$ cat src/rtl/axi_slave_pkg.sv
// Shared types and widths for the AXI slave write controller.
package axi_slave_pkg;

   localparam int ID_W   = 12;
   localparam int ADDR_W = 32;
   localparam int DATA_W = 32;
   localparam int STRB_W = DATA_W / 8;

   // Encoded AXI burst types; 2'b11 is reserved and treated as INCR.
   typedef enum logic [1:0] {
      BURST_FIXED = 2'd0,
      BURST_INCR  = 2'd1,
      BURST_WRAP  = 2'd2
   } burst_t;

   localparam logic [1:0] RESP_OKAY   = 2'b00;
   localparam logic [1:0] RESP_SLVERR = 2'b10;

   typedef enum logic [1:0] {
      ST_IDLE,
      ST_DATA,
      ST_RESP
   } state_t;

endpackage

$ cat src/rtl/axi_burst_addr_gen.sv
// Combinational next-beat address for FIXED / INCR / WRAP bursts (mod 2^32).
module axi_burst_addr_gen
   import axi_slave_pkg::*;
(
   input  logic [ADDR_W-1:0] addr,
   input  logic [2:0]        size,
   input  logic [7:0]        len,
   input  logic [1:0]        burst,
   output logic [ADDR_W-1:0] next_addr
);

   logic [ADDR_W-1:0] step;
   logic [ADDR_W-1:0] wrap_mask;
   logic [ADDR_W-1:0] incr_addr;

   assign step      = ADDR_W'(1) << size;
   // Wrap boundary is (len+1) << size; the mask selects the in-window offset.
   assign wrap_mask = ((ADDR_W'(len) + ADDR_W'(1)) << size) - ADDR_W'(1);
   assign incr_addr = addr + step;

   // Select the next address by burst type.
   always_comb begin
      // NOTE: assigning a default before the case keeps every path driven, so no latch is inferred.
      next_addr = incr_addr;
      case (burst)
         BURST_FIXED: next_addr = addr;
         BURST_WRAP:  next_addr = (addr & ~wrap_mask) | (incr_addr & wrap_mask);
         default:     next_addr = incr_addr;
      endcase
   end

endmodule

$ cat src/rtl/axi_slave_write_ctrl.sv
// AXI slave write controller: accepts one AW burst at a time, forwards each
// W beat to a simple backend port and returns a single B response.
// Optional build macro: AXI_WID_CHECK_EN flags W beats whose wid differs from awid.
module axi_slave_write_ctrl
   import axi_slave_pkg::*;
(
   input  logic              clk,
   input  logic              rst,
   input  logic              s_axi_aresetn,
   input  logic [ID_W-1:0]   s_axi_awid,
   input  logic [ADDR_W-1:0] s_axi_awaddr,
   input  logic [7:0]        s_axi_awlen,
   input  logic [2:0]        s_axi_awsize,
   input  logic [1:0]        s_axi_awburst,
   input  logic              s_axi_awvalid,
   output logic              s_axi_awready,
   input  logic [ID_W-1:0]   s_axi_wid,
   input  logic [DATA_W-1:0] s_axi_wdata,
   input  logic [STRB_W-1:0] s_axi_wstrb,
   input  logic              s_axi_wlast,
   input  logic              s_axi_wvalid,
   output logic              s_axi_wready,
   output logic [ID_W-1:0]   s_axi_bid,
   output logic [1:0]        s_axi_bresp,
   output logic              s_axi_bvalid,
   input  logic              s_axi_bready,
   input  logic              write_ready,
   output logic              wr_en,
   output logic [ADDR_W-1:0] wr_addr,
   output logic [DATA_W-1:0] wr_data,
   output logic [STRB_W-1:0] wr_strb,
   output logic              tx_wactive,
   output logic              tx_bwait
);

   state_t            state;
   logic [ID_W-1:0]   awid_q;
   logic [ADDR_W-1:0] addr_q;
   logic [7:0]        awlen_q;
   logic [2:0]        awsize_q;
   logic [1:0]        awburst_q;
   logic [7:0]        beat_cnt;
   logic              err_q;

   logic              sync_rst;
   logic              aw_hs;
   logic              w_hs;
   logic              b_hs;
   logic              last_beat;
   logic              wlast_err;
   logic              wid_err;
   logic              err_nxt;
   logic [ADDR_W-1:0] next_addr;

   // Either reset source abandons the transaction; gating wready keeps wr_en low in the reset cycle.
   assign sync_rst     = rst | ~s_axi_aresetn;
   assign s_axi_wready = (state == ST_DATA) & write_ready & ~sync_rst;

   assign aw_hs     = s_axi_awready & s_axi_awvalid;
   assign w_hs      = s_axi_wready & s_axi_wvalid;
   assign b_hs      = s_axi_bvalid & s_axi_bready;
   // The beat count alone ends the burst; wlast is only checked for consistency.
   assign last_beat = (beat_cnt == awlen_q);
   assign wlast_err = (s_axi_wlast != last_beat);

`ifdef AXI_WID_CHECK_EN
   assign wid_err = (s_axi_wid != awid_q);
`else
   logic unused_wid;
   assign unused_wid = ^s_axi_wid;
   assign wid_err    = 1'b0;
`endif

   assign err_nxt = err_q | wlast_err | wid_err;

   assign wr_en   = w_hs;
   assign wr_addr = addr_q;
   assign wr_data = s_axi_wdata;
   assign wr_strb = s_axi_wstrb;

   axi_burst_addr_gen u_addr_gen (
      .addr      (addr_q),
      .size      (awsize_q),
      .len       (awlen_q),
      .burst     (awburst_q),
      .next_addr (next_addr)
   );

   // Burst FSM with registered handshake and status outputs.
   always_ff @(posedge clk) begin
      // NOTE: sequential state uses non-blocking assignments so all registers update from pre-edge values.
      if (sync_rst) begin
         state         <= ST_IDLE;
         s_axi_awready <= 1'b1;
         s_axi_bvalid  <= 1'b0;
         s_axi_bid     <= '0;
         s_axi_bresp   <= RESP_OKAY;
         tx_wactive    <= 1'b0;
         tx_bwait      <= 1'b0;
         awid_q        <= '0;
         addr_q        <= '0;
         awlen_q       <= '0;
         awsize_q      <= '0;
         awburst_q     <= '0;
         beat_cnt      <= '0;
         err_q         <= 1'b0;
      end else begin
         case (state)
            ST_IDLE: begin
               if (aw_hs) begin
                  awid_q        <= s_axi_awid;
                  addr_q        <= s_axi_awaddr;
                  awlen_q       <= s_axi_awlen;
                  awsize_q      <= s_axi_awsize;
                  awburst_q     <= s_axi_awburst;
                  beat_cnt      <= '0;
                  err_q         <= (s_axi_awburst == 2'b11);
                  s_axi_awready <= 1'b0;
                  tx_wactive    <= 1'b1;
                  state         <= ST_DATA;
               end
            end
            ST_DATA: begin
               if (w_hs) begin
                  addr_q   <= next_addr;
                  beat_cnt <= beat_cnt + 8'd1;
                  err_q    <= err_nxt;
                  if (last_beat) begin
                     s_axi_bvalid <= 1'b1;
                     s_axi_bid    <= awid_q;
                     s_axi_bresp  <= err_nxt ? RESP_SLVERR : RESP_OKAY;
                     tx_wactive   <= 1'b0;
                     tx_bwait     <= 1'b1;
                     state        <= ST_RESP;
                  end
               end
            end
            ST_RESP: begin
               if (b_hs) begin
                  s_axi_bvalid  <= 1'b0;
                  s_axi_awready <= 1'b1;
                  tx_bwait      <= 1'b0;
                  state         <= ST_IDLE;
               end
            end
            default: begin
               state         <= ST_IDLE;
               s_axi_awready <= 1'b1;
               s_axi_bvalid  <= 1'b0;
               tx_wactive    <= 1'b0;
               tx_bwait      <= 1'b0;
            end
         endcase
      end
   end

endmodule
$ cat config.mk
export PLATFORM = sky130hd
export DESIGN_NAME = axi_slave_write_ctrl
export DESIGN_NICKNAME = d
export VERILOG_FILES = /design/src/rtl/axi_slave_pkg.sv /design/src/rtl/axi_burst_addr_gen.sv /design/src/rtl/axi_slave_write_ctrl.sv
export SDC_FILE = /design/constraint.sdc
export NUM_CORES = 1
export LEC_CHECK = 0
export BUFFER_PORTS_ARGS = -buffer_cell sky130_fd_sc_hd__buf_2
export CORE_MARGIN = 1.5
export CORE_UTILIZATION = 55
export DETAILED_ROUTE_END_ITERATION = 10
export PLACE_DENSITY = 0.86
export SLEW_MARGIN = 0
export SYNTH_ARGS = -nofsm -noshare
export SYNTH_HDL_FRONTEND = slang
export SYNTH_HIERARCHICAL = 1
export SYNTH_SLANG_ARGS = --single-unit
$ cat constraint.sdc
create_clock -name clk -period 9.1 [get_ports clk]
set_clock_uncertainty 0.1 [all_clocks]
set_input_delay 0.455 -clock clk [delete_from_list [all_inputs] [get_ports clk]]
set_output_delay 0.455 -clock clk [all_outputs]
set_load 0.01 [all_outputs]
==> impl_metrics.prom <==
# TYPE chip_impl_metric gauge
chip_impl_metric{name="final_core_util",unit=""} 0.621
chip_impl_info{name="yosys-top-cells-count",value="170 x nand2_1, 89 x nor2_1, 84 x dfxtp_1"} 1
chip_impl_info{name="worst-setup-path-type",value="reg2reg"} 1
chip_impl_metric{name="required_time_worst_endpoint",unit="ps"} 9250
chip_impl_metric{name="power.share.clock",unit=""} 0.419
chip_impl_metric{name="drcViolationCount",unit=""} 0
chip_impl_metric{name="slew_limit_headroom",unit=""} 0.241
chip_impl_info{name="result_of_the_run",value="complete, no violations"} 1
chip_impl_metric{name="synth-seq-cells",unit=""} 84
chip_impl_metric{name="drive_gt1_frac",unit=""} 0.195
chip_impl_metric{name="gr-total-overflow",unit=""} 0
chip_impl_metric{name="timing.critical_path.arrival",unit="ps"} 4650
chip_impl_metric{name="synth_fp_nets",unit=""} 963
chip_impl_metric{name="initial_utilization",unit=""} 0.570
chip_impl_metric{name="h-tree-depth",unit=""} 3
chip_impl_metric{name="floorplan.die.height",unit="microns"} 109
chip_impl_info{name="tritoncts",value="yes"} 1
chip_impl_metric{name="clkSinkCount",unit=""} 84
chip_impl_metric{name="worstSkewPairLatency",unit="ps"} 340
chip_impl_info{name="synth.largest_area_cell",value="dfxtp_1"} 1
chip_impl_metric{name="yosys.area.top_type_share",unit=""} 0.270
chip_impl_metric{name="worst_slew_pin_slew",unit="ps"} 1140
chip_impl_metric{name="pwr-share-comb",unit=""} 0.148
chip_impl_metric{name="synth_sequential_area_ratio",unit=""} 0.270
chip_impl_metric{name="num_antenna_cells",unit=""} 0
chip_impl_metric{name="postCtsSetupRepairBufs",unit=""} 0
chip_impl_metric{name="initial_antenna_violation_count",unit=""} 0
chip_impl_info{name="start_kind",value="flop"} 1
chip_impl_metric{name="postSynth.asyncResetShare",unit=""} 0
chip_impl_metric{name="report.power.total",unit="uW"} 921
chip_impl_metric{name="numPlacedInstances",unit=""} 1005
chip_impl_metric{name="internal_dissipation",unit="uW"} 655
chip_impl_metric{name="synthesized_cell_area",unit="sq mm"} 0.00623
chip_impl_metric{name="number_of_slew_limit_violations_in_the_final_report",unit=""} 0
chip_impl_info{name="synth_flop_cell",value="dfxtp_1"} 1
chip_impl_metric{name="total_leakage_power",unit="nW"} 2.90
chip_impl_metric{name="fillerInstances",unit=""} 962
chip_impl_metric{name="hold_viol_final",unit=""} 0
chip_impl_metric{name="share_seq_of_total_power",unit=""} 0.432
chip_impl_info{name="min_path_type",value="in2reg"} 1
chip_impl_metric{name="synth.avg_cell_area",unit="sq um"} 7.44
chip_impl_metric{name="detail_route.wirelength",unit="microns"} 15500
chip_impl_metric{name="postCtsResizedCells",unit=""} 0
chip_impl_metric{name="crit_fanout",unit=""} 19
chip_impl_info{name="cell_types_occupying_the_most_area_after_synthesis",value="dfxtp_1 27%, nand2_1 10%, nor2_1 5.4%, buf_4 4.9%, a311oi_1 4.5%"} 1
chip_impl_metric{name="final_min_period_over_clock_period",unit=""} 0.494
chip_impl_metric{name="final.setup.tns",unit="ps"} 0
chip_impl_metric{name="power.ir.vdd_worst",unit="mV"} 0.113
chip_impl_metric{name="hold_buffer_count_at_cts",unit=""} 0
chip_impl_metric{name="power.density_cell_area",unit="mW/mm^2"} 136
chip_impl_metric{name="count_of_warnings_emitted_by_yosys",unit=""} 6
chip_impl_metric{name="grt_start_max_net_pins",unit=""} 75
chip_impl_metric{name="avgRoutedWirePerCell",unit="microns"} 15.1
chip_impl_metric{name="drt_first_pass_iters",unit=""} 5
chip_impl_metric{name="yosysUniqueCellTypes",unit=""} 82
chip_impl_metric{name="finalWeightedCongestion",unit=""} 0.892
chip_impl_metric{name="io_pins",unit=""} 201
chip_impl_metric{name="synth_cells",unit=""} 837
chip_impl_metric{name="holdWs",unit="ps"} 240
chip_impl_metric{name="min_period",unit="ps"} 4490
chip_impl_metric{name="die_x",unit="microns"} 109
chip_impl_metric{name="setup_viol",unit=""} 0
chip_impl_metric{name="finish.net_count",unit=""} 1002
chip_impl_metric{name="stdcell_count",unit=""} 1021
chip_impl_metric{name="grt_pass1_vias",unit=""} 5605
chip_impl_metric{name="ant_nets",unit=""} 0
chip_impl_metric{name="max_freq",unit="MHz"} 223
chip_impl_metric{name="edff_count_synth",unit=""} 0
chip_impl_metric{name="port_buffers",unit=""} 115
chip_impl_metric{name="place_hpwl",unit="microns"} 10700
chip_impl_metric{name="grt_pass1_wl",unit="microns"} 26000
chip_impl_info{name="timing.critical_path.to_type",value="flop"} 1
chip_impl_metric{name="globalRouteTotalUtil",unit=""} 0.266
chip_impl_metric{name="vias_per_cell",unit=""} 5.93
chip_impl_metric{name="tritoncts_buffers",unit=""} 9
chip_impl_metric{name="max_cap_violations",unit=""} 0
chip_impl_metric{name="core_area",unit="sq mm"} 0.0109
chip_impl_metric{name="synthToLayoutAreaGrowth",unit="%"} 8.94
chip_impl_metric{name="netSwitchingPower",unit="uW"} 266
chip_impl_info{name="root_buffer",value="clkbuf_16"} 1
chip_impl_metric{name="placement_rows",unit=""} 38
chip_impl_metric{name="via_count",unit=""} 6058
chip_impl_info{name="setup_repair_after_global_routing_missed_its_margin",value="false"} 1
chip_impl_info{name="synthMostInstantiatedCell",value="nand2_1"} 1
chip_impl_metric{name="drt_first_iter_violations",unit=""} 413
chip_impl_metric{name="cts.path.max_buffers",unit=""} 2
chip_impl_metric{name="sw_frac_of_total",unit=""} 0.289
chip_impl_metric{name="floorplan.die_area",unit="sq mm"} 0.0120
chip_impl_metric{name="clk_transition_reported_paths",unit="ps"} 70
registers in the layout, indices dropped and copies added (netlist names), 2 cells and up:
name,cells
awburst_q,2
awid_q,12
awlen_q,8
awsize_q,3
beat_cnt,8
s_axi_bid,12
state,2
wr_addr,32
final cells by class:
| type | instances | area [sq um] | area share |
|---|---|---|---|
| clock inverter | 7 | 87.6 | 0.0129 |
| sequential | 84 | 1680 | 0.248 |
| multi-input combinational | 650 | 3960 | 0.584 |
| timing repair buffer | 120 | 613 | 0.0903 |
| tap | 140 | 175 | 0.0258 |
| clock buffer | 9 | 225 | 0.0332 |
| inverter | 11 | 41.3 | 0.00608 |
critical path, cell delays in order (launching register included):
cell,delay [ps]
dfxtp_1,730
ha_1,530
and4_4,340
and4_1,210
a211oi_2,80
mux2_4,320
o41ai_4,490
nand3_4,160
nor2_1,140
ha_1,150
nand2_1,50
nand2_1,100
nand2_1,60
nor4_1,430
xor2_1,190
nand2_1,70
a311oi_1,250
power by group through the flow:
stage | clock network [mW] | logic (mW) | registers [mW]
3_5_place_dp | 0 | 0.135 | 0.406
2_1_floorplan | 0 | 0.114 | 0.402
5_1_grt | 0.403 | 0.154 | 0.400
4_1_cts | 0.390 | 0.136 | 0.398
6_report | 0.386 | 0.137 | 0.398
3_3_place_gp | 0 | 0.132 | 0.405
logic make-up after synthesis:
kind of cell	after synthesis	share of synthesized area
simple gates	387	0.297
compound gates	169	0.191
buf+inv	103	0.0946
flops	84	0.270
xor+xnor	52	0.0731
mux	28	0.0470
fa+ha+maj	13	0.0273
other cells	1	0.000602
layer usage:
layer,vias to the layer above,global-route usage,wire [microns]
li1,3002,-,-
met5,-,0,0
met3,31,0.0593,1190
met2,233,0.440,7160
met4,0,0.0928,312
met1,2792,0.340,6790
cells in the final DEF, fill, tap and decap left out, types with 3 or more instances in the layout:
master	count
a31oi_1	3
nor2_1	89
or4_1	3
nor3_1	12
nand2_1	170
and2_1	3
clkbuf_16	9
clkinv_1	3
dfxtp_1	84
inv_1	8
buf_2	115
or2_2	6
xor2_1	29
or3_1	6
nor2b_1	7
o211ai_1	7
o21ai_0	28
nand4_1	15
nand4b_1	3
mux2i_1	21
xnor2_1	23
mux2_2	6
nand2b_1	6
nand3_1	19
and3_1	11
a211oi_1	5
a21oi_1	54
nor4_1	14
a311oi_1	32
ha_1	12
buf_4	5
a21o_1	5
inv_6	3
per-stage QoR:
| step | setup WS [ps] | cell area, sq um |
|---|---|---|
| 2_1_floorplan | 5440 | 6230 |
| 3_3_place_gp | 4780 | 6470 |
| 3_5_place_dp | 4710 | 6470 |
| 4_1_cts | 4670 | 6790 |
| 5_1_grt | 4350 | 6790 |
| 6_report | 4610 | 6790 |
path summary, 6_finish.rpt:
path,start,cells after the start,end,slack (ps)
worst max-delay path,awlen_q[0]$_SDFFE_PP0P_,16,wr_addr[31]$_SDFFE_PP0P_,4610
worst min-delay path,s_axi_awlen[6],3,awlen_q[6]$_SDFFE_PP0P_,240
worst max register to register,awlen_q[0]$_SDFFE_PP0P_,16,wr_addr[31]$_SDFFE_PP0P_,4610
worst min register to register,awid_q[2]$_SDFFE_PP0P_,2,awid_q[2]$_SDFFE_PP0P_,360
Note: power is estimated with default switching activity, not from simulation.
